File: config.mk
export PLATFORM = sky130hd
export DESIGN_NAME = com_cs_arq
export DESIGN_NICKNAME = d
export VERILOG_FILES = /design/src/rtl/com_cs_arq.sv
export SDC_FILE = /design/constraint.sdc
export NUM_CORES = 1
export LEC_CHECK = 0
export ABC_AREA = 1
export CORE_MARGIN = 2
export CORE_UTILIZATION = 55
export DETAILED_ROUTE_END_ITERATION = 8
export PLACE_DENSITY = 0.74
export REMOVE_ABC_BUFFERS = 1
export SKIP_LAST_GASP = 1
export SLEW_MARGIN = 20
export SYNTH_ARGS = -nofsm -noshare
export SYNTH_HDL_FRONTEND = slang
export SYNTH_SLANG_ARGS = --single-unit
File: constraint.sdc
create_clock -name clk -period 1.8 [get_ports clk]
set_clock_uncertainty 0.15 [all_clocks]
set_input_delay 0.18 -clock clk [delete_from_list [all_inputs] [get_ports clk]]
set_output_delay 0.18 -clock clk [all_outputs]
set_load 0.02 [all_outputs]
File: src/rtl/com_cs_arq.sv
// com_cs_arq: stop-and-wait command/reply sequencer between the local
// controller and the com link layer. A command is sent, a reply whose
// btype alternates BT_RX0/BT_RX1 is awaited, and the command is retried on
// timeout or on an out-of-sequence reply, up to MAX_RETRY times, before err
// is flagged. Unsolicited link frames are forwarded to the controller.
// Optional feature macro: COM_CS_STAT_EN adds the stat_retry counter port.
module com_cs_arq #(
  parameter int unsigned         BTYPE_W   = 4,
  parameter logic [BTYPE_W-1:0]  BT_INIT   = 4'h0,
  parameter logic [BTYPE_W-1:0]  BT_RX0    = 4'h2,
  parameter logic [BTYPE_W-1:0]  BT_RX1    = 4'hD,
  parameter int unsigned         LATENCY   = 4,
  parameter int unsigned         CNT_W     = 12,
  parameter int unsigned         TIMEOUT   = 1024,
  parameter int unsigned         MAX_RETRY = 3,
  parameter int unsigned         RETRY_W   = 4
) (
  input  logic               clk,
  input  logic               rst,
  input  logic               fs_send,
  output logic               fd_send,
  output logic               err,
  output logic               fs_read,
  input  logic               fd_read,
  output logic               fs_com_send,
  input  logic               fd_com_send,
  input  logic               fs_com_read,
  output logic               fd_com_read,
  input  logic [BTYPE_W-1:0] btype,
  input  logic               seq_clr
`ifdef COM_CS_STAT_EN
  ,
  output logic [15:0]        stat_retry
`endif
);

  typedef enum logic [3:0] {
    MAIN_IDLE,
    MAIN_WAIT,
    SEND_WORK,
    SEND_WAIT,
    WAIT_IDLE,
    WAIT_READ,
    WAIT_TAKE,
    RETRY,
    SEND_DONE,
    SEND_FAIL,
    READ_WAIT,
    READ_DONE
  } state_t;

  // Entry point of every (re)send: SEND_WORK is skipped entirely when there
  // is no pre-send latency to burn.
  localparam state_t SEND_FIRST = (LATENCY == 0) ? SEND_WAIT : SEND_WORK;

  localparam logic [CNT_W-1:0]   LAT_LAST  = CNT_W'((LATENCY == 0) ? 0 : LATENCY - 1);
  localparam logic [CNT_W-1:0]   TO_LAST   = CNT_W'(TIMEOUT - 1);
  localparam logic [RETRY_W-1:0] RETRY_MAX = RETRY_W'(MAX_RETRY);

  state_t             state, state_d;
  logic [CNT_W-1:0]   cnt, cnt_d;
  logic [RETRY_W-1:0] retry, retry_d;
  logic [BTYPE_W-1:0] last_bt, last_bt_d;
  logic [BTYPE_W-1:0] reply_bt, reply_bt_d;
  logic               reply_is_rx;
  logic               reply_in_seq;

  // State and datapath registers.
  always_ff @(posedge clk) begin
    if (rst) begin
      state    <= MAIN_IDLE;
      cnt      <= '0;
      retry    <= '0;
      last_bt  <= BT_INIT;
      reply_bt <= BT_INIT;
    end else begin
      state    <= state_d;
      cnt      <= cnt_d;
      retry    <= retry_d;
      last_bt  <= last_bt_d;
      reply_bt <= reply_bt_d;
    end
  end

  // Reply acceptance: the reply must be one of the two alternating types and
  // must either start a fresh sequence or be the opposite of the last one.
  always_comb begin
    reply_is_rx  = (reply_bt == BT_RX0) || (reply_bt == BT_RX1);
    reply_in_seq = (last_bt == BT_INIT)
                || ({last_bt, reply_bt} == {BT_RX0, BT_RX1})
                || ({last_bt, reply_bt} == {BT_RX1, BT_RX0});
  end

  // Next-state and datapath update.
  always_comb begin
    state_d    = state;
    cnt_d      = cnt;
    retry_d    = retry;
    last_bt_d  = last_bt;
    reply_bt_d = reply_bt;
    case (state)
      MAIN_IDLE: state_d = MAIN_WAIT;
      MAIN_WAIT: begin
        if (seq_clr) last_bt_d = BT_INIT;
        if (fs_com_read) begin
          state_d = READ_WAIT;
        end else if (fs_send) begin
          state_d = SEND_FIRST;
          retry_d = '0;
        end
      end
      SEND_WORK: begin
        if (cnt == LAT_LAST) begin
          state_d = SEND_WAIT;
          cnt_d   = '0;
        end else begin
          cnt_d = cnt + 1'b1;
        end
      end
      SEND_WAIT: begin
        if (fd_com_send) begin
          state_d = WAIT_IDLE;
          cnt_d   = '0;
        end
      end
      WAIT_IDLE: begin
        if (fs_com_read) begin
          // btype is already valid here; capturing it now keeps reply_bt
          // correct even for a frame that is dropped after one cycle.
          state_d    = WAIT_READ;
          cnt_d      = '0;
          reply_bt_d = btype;
        end else if (cnt == TO_LAST) begin
          state_d = RETRY;
          cnt_d   = '0;
        end else begin
          cnt_d = cnt + 1'b1;
        end
      end
      WAIT_READ: begin
        if (fs_com_read) reply_bt_d = btype;
        else             state_d    = WAIT_TAKE;
      end
      WAIT_TAKE: begin
        if (reply_is_rx && reply_in_seq) begin
          state_d   = SEND_DONE;
          last_bt_d = reply_bt;
        end else begin
          state_d = RETRY;
        end
      end
      RETRY: begin
        if (retry == RETRY_MAX) begin
          state_d = SEND_FAIL;
        end else begin
          retry_d = retry + 1'b1;
          state_d = SEND_FIRST;
        end
      end
      SEND_DONE, SEND_FAIL: begin
        if (!fs_send) state_d = MAIN_WAIT;
      end
      READ_WAIT: begin
        if (fd_read) state_d = READ_DONE;
      end
      READ_DONE: begin
        if (!fs_com_read) state_d = MAIN_WAIT;
      end
      default: state_d = MAIN_IDLE;
    endcase
  end

  // Outputs are decodes of the registered state only.
  always_comb begin
    fs_com_send = (state == SEND_WAIT);
    fd_send     = (state == SEND_DONE) || (state == SEND_FAIL);
    err         = (state == SEND_FAIL);
    fs_read     = (state == READ_WAIT);
    fd_com_read = (state == READ_DONE);
  end

`ifdef COM_CS_STAT_EN
  // Saturating count of every retry that leads to a resend.
  always_ff @(posedge clk) begin
    if (rst) begin
      stat_retry <= '0;
    end else if ((state == RETRY) && (retry != RETRY_MAX) && (stat_retry != '1)) begin
      stat_retry <= stat_retry + 16'd1;
    end
  end
`endif

endmodule
==> impl_results.md <==
* Outcome: complete, no violations
* Async SR Flop Fraction at 0
* Post-synthesis sequential area ratio at 0.322
* Post-synth top cells: 74 x nand2_1, 62 x nor2_1, 45 x inv_1
* Antenna Violating Nets Remaining at 0
* Startpoint Class: flip-flop
* Peak supply drop at roughly 0.0007 V
* CTS tree: built
* Max FO, Critical Path at 7
* Final Setup Violations at 0
* First-pass GRT wire length at 6.40 mm
* PD cells at about 1100 mW/mm^2
* Most common cell in the netlist: nand2_1
* Final Cell Area at approximately 0.0022 mm^2
* Router iterations before antenna repair at 4
* PortBufs at 15
* Core area at 0.00303 mm^2
* # hold bufs at CTS at 0
* Site Rows at 20
* Placed cell area at 0.00210 mm^2
* Die ar. at approximately 0.0036 mm^2
* Number of global-route vias before repair at ~1500
* Reg clk slew, reported paths at 160 ps
* Tmin final at approximately 1700 ps
* Crit Path Class: flip-flop to flip-flop
* DIE HEIGHT at roughly 60 um
* Final hold violation count at 0
* Largest net degree at the start of global routing at 17
* Dpl ws at 4.08 ps
* Max-cap violation count at 0
* DRC viols at 0
* All-Layer GR Usage at 0.230
* Diodes inserted at 0
* Clk sinks at 28
* Warnings from Yosys at 0
* Synth unique cells at 27
* Drt initial violations at 93
* Final setup TNS at 0 ps
* Fraction of layout cells with a size suffix above 1 at 0.170
* Synth top area share at 0.322
* Num CTS Buffers at 3
* RSZ-0062 raised after global routing: yes
* Nature of the critical path endpoint: flip-flop
* Clock Latency Late Sink at between 300 and 400 ps
* Layout Nets at 344
* Routed vias at 1822
* CTS Buffer Depth at 2
* Cell area after synthesis at 0.00174 mm^2
* Slew HR at 0.806
* Final period utilization at 0.956
* Total Routed Length at between 4 and 5 mm
* Hold Path Class: primary input to flip-flop
* Htree depth at 1
* Most area-hungry cell type in the Yosys netlist: dfxtp_1
* Clk root buf: clkbuf_4
* Final Max Slew Viols at 0
* Drt via density at around 4.9
* Initial antenna violation count at 0
* Post-detail-place hpwl at 3.18 mm
* Fin worst setup slack at 79.8 ps
* Post-synth EDFFs at 0
* Starting density of the core at 0.574
* Syn Area/Cell at roughly 6 um^2
* Fmax at 0.581 GHz
* Synth area leaders: dfxtp_1 32%, nand2_1 16%, nor2_1 13%, inv_1 9.7%, nand3_1 6.9%
* Fin Hold WS at 265 ps
* CP required at 1910 ps
* Gpl congestion at 0.940
* Top_reg_cell synth: dfxtp_1
* Largest stage delay on the critical path at 350 ps
* Post-Synthesis Cells at just under 300
* Slew @ Worst Pin at roughly 290 ps
* CP Cell Sequence: nor2_2, buf_4, inv_1, nor2_1, o21ai_0, nand2_2, buf_4, nor2_1, nor3_1
* Die W at 60.2 um
* Detailed-route wire length per cell at around 11 um
* Gr ovfl total at 0
* Synthesis-to-layout area growth at 25.3%
* P_leak at approximately 1.1 nW
* Synth Register Bits at 28
* Crit path DAT at 1830 ps
* Tot Pwr at 2.43 mW
* Slowest CP cell: dfxtp_1
* IO Count at 16
==> registers in the layout (all words and copies together), names as in the netlist <==
name,cells
cnt,12
last_bt,4
reply_bt,4
retry,4
state,4
==> routing by layer <==
metal  GRT usage  vias to the layer above  part of all wire
met5           0                        -                 0
met4      0.0476                        0            0.0054
met3      0.0390                        4             0.032
met2       0.363                       24              0.46
met1       0.327                      804              0.51
li1            -                      990                 -
==> path summary, 6_finish.rpt <==
kind                            cells past startpoint                startpoint                       end  slack [ps]
worst max-delay path                                9     state[2]$_SDFFE_PP0P_     retry[1]$_SDFFE_PP0P_          80
worst max register to register                      9     state[2]$_SDFFE_PP0P_     retry[1]$_SDFFE_PP0P_          80
worst min-delay path                                2                       rst       cnt[5]$_SDFFE_PP0P_         260
worst min register to register                      2  reply_bt[1]$_SDFFE_PP0P_  reply_bt[1]$_SDFFE_PP0P_         370
==> per-stage QoR <==
| stage | util | cells |
|---|---|---|
| 2_1_floorplan | - | 290 |
| 3_3_place_gp | 0.693 | 370 |
| 3_5_place_dp | 0.693 | 370 |
| 4_1_cts | 0.713 | 374 |
| 5_1_grt | 0.719 | 374 |
| 6_report | 0.719 | 374 |
==> what timing repair did <==
action,in CTS,in global routing
setup buffers,0,0
endpoints found under the setup margin,14,28
gates resized for setup,14,19
==> where the power goes <==
group / total (mW) / switching [mW] / internal (mW) / leakage, nW
clock network: 0.415 / 0.190 / 0.225 / 0.0279
logic: 1.21 / 0.738 / 0.469 / 0.796
registers: 0.812 / 0.0822 / 0.730 / 0.229
total: 2.43 / 1.01 / 1.42 / 1.05
==> layout by cell type (no fill, tap or decap), drive strengths merged, types with 2 or more instances in the layout <==
| cell type | netlist | layout |
|---|---|---|
| nand2 | 77 | 77 |
| nor2 | 65 | 65 |
| inv | 47 | 47 |
| dfxtp | 28 | 28 |
| nand3 | 26 | 26 |
| buf | 0 | 22 |
| o21ai | 15 | 15 |
| clkdlybuf4s50 | 0 | 10 |
| nor3 | 9 | 9 |
| a21oi | 6 | 6 |
| clkbuf | 1 | 6 |
| nand4 | 4 | 4 |
| xor2 | 3 | 3 |
| a22oi | 2 | 2 |
| ha | 2 | 2 |
==> cell type report <==
| class | instances | area, um^2 |
|---|---|---|
| Multi-Input combinational cell | 215 | 1040 |
| Timing Repair Buffer | 36 | 289 |
| Fill cell | 279 | 850 |
| Clock buffer | 3 | 22.5 |
| Tap cell | 44 | 55.1 |
| Inverter | 47 | 179 |
| Clock inverter | 1 | 30.0 |
| Sequential cell | 28 | 566 |
==> worst max-delay path, delay by kind of cell (launching register included) <==
family / cells / cell delay [ps]
buffers and inverters: 3 / 310
AOI/OAI and AO/OA: 1 / 140
DFF: 1 / 350
and+or+nand+nor: 5 / 700
==> kinds of logic (layout without fill, tap and decap cells) <==
group / count (synthesis) / after routing / synth area share
and+or+nand+nor: 184 / 184 / 0.461
buffers and inverters: 48 / 87 / 0.104
DFF: 28 / 28 / 0.322
AOI/OAI and AO/OA: 25 / 25 / 0.0784
xor gates and xnor gates: 4 / 4 / 0.0201
adders and majority gates: 2 / 2 / 0.0144
Power figures use the tool's default switching activity.
